**config.mk**
```make
export PLATFORM = sky130hd
export DESIGN_NAME = riscv_fetch
export DESIGN_NICKNAME = d
export VERILOG_FILES = /design/src/rtl/riscv_fetch_pkg.sv /design/src/rtl/riscv_fetch_buffer.sv /design/src/rtl/riscv_fetch.sv
export SDC_FILE = /design/constraint.sdc
export NUM_CORES = 1
export LEC_CHECK = 0
export ABC_CLOCK_PERIOD_IN_PS = 4860
export BUFFER_PORTS_ARGS = -buffer_cell sky130_fd_sc_hd__buf_2
export CAP_MARGIN = 20
export CORE_UTILIZATION = 51
export CTS_CLUSTER_SIZE = 40
export DETAILED_ROUTE_END_ITERATION = 8
export GPL_TIMING_DRIVEN = 0
export PLACE_DENSITY = 0.87
export SYNTH_ARGS = -nofsm -noshare
export SYNTH_HDL_FRONTEND = slang
export SYNTH_SLANG_ARGS = --single-unit
```
**constraint.sdc**
```tcl
create_clock -name InClk -period 4.86 [get_ports InClk]
set_input_delay 0.972 -clock InClk [delete_from_list [all_inputs] [get_ports InClk]]
set_output_delay 0.972 -clock InClk [all_outputs]
set_load 0.01 [all_outputs]
```
**src/rtl/riscv_fetch_pkg.sv**
```systemverilog
// Shared core definitions for the RV32 fetch stage: reset vector, PC step,
// instruction width and the record carried by the fetch output buffer.
package riscv_fetch_pkg;

    localparam int XLEN    = 32;
    localparam int INSTR_W = 32;

    localparam logic [XLEN-1:0] BOOT_VECTOR_DEFAULT = 32'h8000_0000;
    localparam logic [XLEN-1:0] PC_INC              = 32'd4;

    // One fetched word as presented to decode.
    typedef struct packed {
        logic [INSTR_W-1:0] instr;
        logic [XLEN-1:0]    pc;
        logic               fault_fetch;
        logic               fault_page;
    } fetch_entry_t;

    // Force an address onto a word boundary; the low two bits carry no meaning.
    function automatic logic [XLEN-1:0] align_word(input logic [XLEN-1:0] addr);
        return addr & ~32'h0000_0003;
    endfunction

endpackage

```
**src/rtl/riscv_fetch_buffer.sv**
```systemverilog
// One-entry output buffer between fetch and decode. A flush empties it, a
// load fills it, and a drain (decode accepting the word) empties it when no
// load happens in the same cycle.
module riscv_fetch_buffer
    import riscv_fetch_pkg::*;
(
    input  logic         InClk,
    input  logic         InRst,
    input  logic         load,
    input  fetch_entry_t load_entry,
    input  logic         drain,
    input  logic         flush,
    output logic         valid,
    output fetch_entry_t entry
);

    // Buffer occupancy and contents; flush wins, then load, then drain.
    always_ff @(posedge InClk or posedge InRst) begin
        if (InRst) begin
            valid <= 1'b0;
            entry <= '0;
        end else if (flush) begin
            valid <= 1'b0;
        end else if (load) begin
            valid <= 1'b1;
            entry <= load_entry;
        end else if (drain && valid) begin
            valid <= 1'b0;
        end
    end

endmodule

```
**src/rtl/riscv_fetch.sv**
```systemverilog
// RV32 instruction fetch stage. Keeps the PC, issues one word-aligned icache
// read at a time, parks each response in a one-entry buffer for decode, and
// applies branch/exception redirects (with a same-cycle decode squash).
//
// Handshakes: the icache request is taken in a cycle where OutIcacheRd and
// InIcacheAccept are both high, and OutIcacheRd/OutIcachePc hold until then
// unless a redirect intervenes. The icache response is a one-cycle pulse on
// InIcacheValid with no back-pressure; it only counts while a request is
// outstanding. Decode consumes the output word in a cycle where OutFetchValid
// and InFetchAccept are both high.
module riscv_fetch
    import riscv_fetch_pkg::*;
#(
    parameter logic [31:0] BOOT_VECTOR = BOOT_VECTOR_DEFAULT
)
(
    input  logic        InClk,
    input  logic        InRst,
    input  logic        InFetchAccept,
    input  logic        InBranchRequest,
    input  logic [31:0] InBranchPc,
    input  logic        InIcacheAccept,
    input  logic        InIcacheValid,
    input  logic [31:0] InIcacheInst,
    input  logic        InIcacheError,
    input  logic        InIcachePageFault,
    output logic        OutIcacheRd,
    output logic [31:0] OutIcachePc,
    output logic        OutFetchValid,
    output logic [31:0] OutFetchInstr,
    output logic [31:0] OutFetchPc,
    output logic        OutFetchFaultFetch,
    output logic        OutFetchFaultPage,
    output logic        OutSquashDecode
);

    logic [31:0]  pc_q;
    logic [31:0]  resp_pc_q;
    logic         active_q;
    logic         drop_q;
    logic         halt_q;

    logic         issue;
    logic         req_fire;
    logic         resp_fire;
    logic         resp_load;
    logic         resp_fault;
    logic         buf_valid;
    fetch_entry_t load_entry;
    fetch_entry_t buf_entry;

    // Only issue when nothing is in flight, we are not stalled on a fault, no
    // redirect is pending, and the buffer will be free when the response lands.
    assign issue      = !active_q && !halt_q && !InBranchRequest && (!buf_valid || InFetchAccept);
    assign req_fire   = OutIcacheRd && InIcacheAccept;
    assign resp_fire  = InIcacheValid && active_q;
    assign resp_load  = resp_fire && !drop_q && !InBranchRequest;
    assign resp_fault = InIcacheError || InIcachePageFault;

    assign load_entry.instr       = resp_fault ? '0 : InIcacheInst;
    assign load_entry.pc          = resp_pc_q;
    assign load_entry.fault_fetch = InIcacheError;
    assign load_entry.fault_page  = InIcachePageFault;

    // PC, outstanding-request tracking, drop-on-redirect and fault stall.
    always_ff @(posedge InClk or posedge InRst) begin
        if (InRst) begin
            pc_q      <= BOOT_VECTOR;
            resp_pc_q <= '0;
            active_q  <= 1'b0;
            drop_q    <= 1'b0;
            halt_q    <= 1'b0;
        end else begin
            if (InBranchRequest) begin
                pc_q <= align_word(InBranchPc);
            end else if (req_fire) begin
                pc_q <= pc_q + PC_INC;
            end

            if (req_fire) begin
                active_q  <= 1'b1;
                resp_pc_q <= pc_q;
            end else if (resp_fire) begin
                active_q <= 1'b0;
            end

            // A response arriving resolves any pending drop; otherwise a
            // redirect with a request in flight marks that response stale.
            if (resp_fire) begin
                drop_q <= 1'b0;
            end else if (InBranchRequest && active_q) begin
                drop_q <= 1'b1;
            end

            if (InBranchRequest) begin
                halt_q <= 1'b0;
            end else if (resp_load && resp_fault) begin
                halt_q <= 1'b1;
            end
        end
    end

    riscv_fetch_buffer u_buffer (
        .InClk      (InClk),
        .InRst      (InRst),
        .load       (resp_load),
        .load_entry (load_entry),
        .drain      (InFetchAccept),
        .flush      (InBranchRequest),
        .valid      (buf_valid),
        .entry      (buf_entry)
    );

    // While reset is held every output except the PC reads as zero.
    assign OutIcacheRd        = issue && !InRst;
    assign OutIcachePc        = pc_q;
    assign OutFetchValid      = buf_valid;
    assign OutFetchInstr      = buf_entry.instr;
    assign OutFetchPc         = buf_entry.pc;
    assign OutFetchFaultFetch = buf_entry.fault_fetch;
    assign OutFetchFaultPage  = buf_entry.fault_page;
    assign OutSquashDecode    = InBranchRequest && !InRst;

endmodule

```
==> flow_summary.ini <==
[run_status]
outcome = completed

[cts]
cts.clk_slew.worst_paths_ns = 0.06
cts_max_path_buffers = 2
htreeDepth = 4
numClockSinks = 128
cts_resized = 0
numCtsBuffers = 17
tritoncts = yes
postCtsSetupRepairBufs = 0
clk-insertion-delay-late_ns = 0.52
cts_root_buf = sky130_fd_sc_hd__clkbuf_8
hold_buffers = 0

[drt]
vias = 5084
initialDrtViolationCount = 380
drc = 0
drt-total-wl_um = 15300
avgViaCountPerCell = 5.59
routedWlPerCell_um = 16.8
route.antenna.remaining_nets = 0
drt_first_pass_iters = 6

[placed_design]
dp_slack_ns = 1.91
place_congestion = 0.866
dpl.cell_count = 878
dpl.hpwl_um = 11100
portBuffers = 166

[setup_path]
reg2reg_setup_slack_ns = 2.62
critPathMaxFanout = 10
category_of_the_most_critical_setup_path = primary input to output pin
rr_startpoint = active_q
nature_of_the_critical_path_startpoint = primary input
worst_r2r_endpoint = OutIcachePc[4]
endpoint_kind = output pin
worstPathRequired_ns = 3.89
timing.critical_path.arrival_ns = 1.91
worst_r2r_path_depth = 5

[yosys]
synthesis.instances = 572
synth_most_common_cell = sky130_fd_sc_hd__nand2_1
synth.lib_cells_used.distinct = 49
postSynth.topFlopCell = sky130_fd_sc_hd__dfrtp_1
synth_enable_flop_cells = 0
syn-cell-area_mm2 = 0.00561
ys_ff_latch = 128
post_synth.cell_area_avg_um2 = 9.80
synth_seq_area_share_pct = 57.1
fraction_of_registers_with_async_set_reset_pct = 100
netlist.area_leader.share_pct = 56.7
yosysWarningCount = 0
synth.largest_area_cell = sky130_fd_sc_hd__dfrtp_1
synth.cells.most_frequent = sky130_fd_sc_hd__nand2_1, sky130_fd_sc_hd__dfrtp_1, sky130_fd_sc_hd__o21ai_0, sky130_fd_sc_hd__mux2_2, sky130_fd_sc_hd__clkbuf_1
synth.top_cells.by_area = sky130_fd_sc_hd__dfrtp_1, sky130_fd_sc_hd__nand2_1, sky130_fd_sc_hd__mux2_2

[sta]
final_hold_violations = 0
grt_setup_unrepaired = false
fmax_ghz = 0.346
setup-violations-final = 0
timing.setup.tns_ns = 0
slew_violations = 0
finClkSkew_ns = 0.00675
fin_crit_ns = 2.89
final.setup.worst_slack_ns = 1.97
tightest_slew_ns = 0.860
fin_crit_sh_pct = 59.4
slew_limit_headroom_pct = 42.1

[global_routing]
grt_pass1_vias = 4887
grt_usage_pct = 28.0
wire_length_of_the_first_global_routing_pass_um = 24400
final_global_route_overflow_total = 0
initial_antenna_violation_count = 0
pin_count_of_the_biggest_net_entering_global_routing = 87

[power_and_ir_drop]
p_per_area_mw_per_mm2 = 475
max-vdd-ir-drop_v = 0.000263
p_leak_nw = 3.74
sum_of_internal_switching_and_leakage_power_mw = 3.46

[cells_and_area]
fillCellCount = 814
multiInputGateArea_mm2 = 0.00218
layoutNonFillerInstCount = 910
layout.nets = 834
area.growth.synth_to_final_pct = 29.8
register_area_mm2 = 0.00320
drive_above_1_share_pct = 32.8
num_antenna_cells = 0
post-route-util_pct = 69.3

[floorplan]
floorplan.die.width_um = 107
die-height_um = 107
fp.coreArea_mm2 = 0.0105
initial_utilization_pct = 53.4
count_of_standard_cell_rows = 37
fp.dieArea_mm2 = 0.0114
design.portCount = 173

[hold_path]
min-delay-path-class = primary input to asynchronous set/reset pin

[run]
maxcap_viol_count = 0
-- cell usage in the layout (no fill, tap or decap), types with 4 or more instances in the layout --
cell                         synthesis  routed
sky130_fd_sc_hd__nor2_1             17      17
sky130_fd_sc_hd__dfrtp_1           127     127
sky130_fd_sc_hd__or4_1               4       4
sky130_fd_sc_hd__buf_2               3     169
sky130_fd_sc_hd__clkbuf_16           0      16
sky130_fd_sc_hd__o211ai_1            6       6
sky130_fd_sc_hd__a31oi_1             4       4
sky130_fd_sc_hd__o21ai_0            52      52
sky130_fd_sc_hd__nand2_1           191     191
sky130_fd_sc_hd__nand3_1            17      17
sky130_fd_sc_hd__o311ai_0            8       8
sky130_fd_sc_hd__mux2_2             32      32
sky130_fd_sc_hd__clkbuf_1           23      23
sky130_fd_sc_hd__nor4_1              7       7
sky130_fd_sc_hd__nand4_1            13      13
sky130_fd_sc_hd__clkinvlp_4          0       4
sky130_fd_sc_hd__buf_4               4       4
sky130_fd_sc_hd__a21oi_1             6       6
sky130_fd_sc_hd__and2_1              5       5
sky130_fd_sc_hd__clkbuf_8            3       6
sky130_fd_sc_hd__bufinv_16           0       4
sky130_fd_sc_hd__conb_1              1       4
-- critical path, cell delays in order --
cell,delay (ns)
sky130_fd_sc_hd__buf_2,0.09
sky130_fd_sc_hd__buf_2,0.24
sky130_fd_sc_hd__inv_1,0.16
sky130_fd_sc_hd__clkbuf_8,0.21
sky130_fd_sc_hd__nor2_1,0.11
sky130_fd_sc_hd__buf_2,0.13
-- sequential cells by signal, indices dropped and copies added (netlist names) --
register,flops
OutIcachePc,30
active_q,1
drop_q,1
halt_q,1
resp_pc_q,30
u_buffer.entry,64
u_buffer.valid,1
-- per-stage QoR --
step	hold WS (ns)	area, um2
after floorplan	0.442	5620
after global placement	0.456	6620
after detailed placement	0.460	6650
after CTS	0.468	7280
after global routing	0.482	7280
final	0.465	7280
-- worst max-delay path by stage --
stage	start	depth (start not counted)	endpoint
floorplan	InRst	1	OutIcachePc[10]
global placement	InRst	2	resp_pc_q[12]
detailed placement	InBranchRequest	7	u_buffer.valid
CTS	InBranchRequest	6	OutSquashDecode
global route	InBranchRequest	6	OutSquashDecode
finish	InBranchRequest	6	OutSquashDecode
-- final cells by class --
type / instances / share of cell area [%]
flip-flops and latches: 128 / 44.0
repair buffers: 167 / 11.8
inverters: 4 / 0.275
plain buffers: 38 / 2.96
multi-input cells: 405 / 30.0
clock buffers: 19 / 6.07
clock inverters: 13 / 2.56
well taps: 136 / 2.34
-- cell families (layout without fill, tap and decap cells) --
group           count (synthesis)  in the layout  synth area share (%)
compound gates                 89             89                  9.64
xor+xnor                        2              2                 0.312
fa+ha+maj                       1              1                 0.223
buf+inv                        42            241                  4.11
flops                         128            128                  57.1
mux                            35             35                  6.96
other cells                     1              4                0.0669
simple gates                  274            274                  21.6
-- power by group --
part | switching (mW) | leakage (nW) | internal, mW | total, mW
clock network | 0.467 | 0.296 | 0.860 | 1.33
logic | 0.353 | 1.79 | 0.309 | 0.661
registers | 0.159 | 1.65 | 1.31 | 1.47
total | 0.979 | 3.74 | 2.48 | 3.46
-- routing by layer --
metal / GRT usage [%] / vias to the layer above / routed length (um)
met1: 35.3 / 2457 / 6240
met4: 9.78 / 0 / 270
met3: 6.81 / 22 / 1220
met2: 47.1 / 264 / 7590
met5: 0 / - / 0
li1: - / 2341 / -
Power figures use the tool's default switching activity.
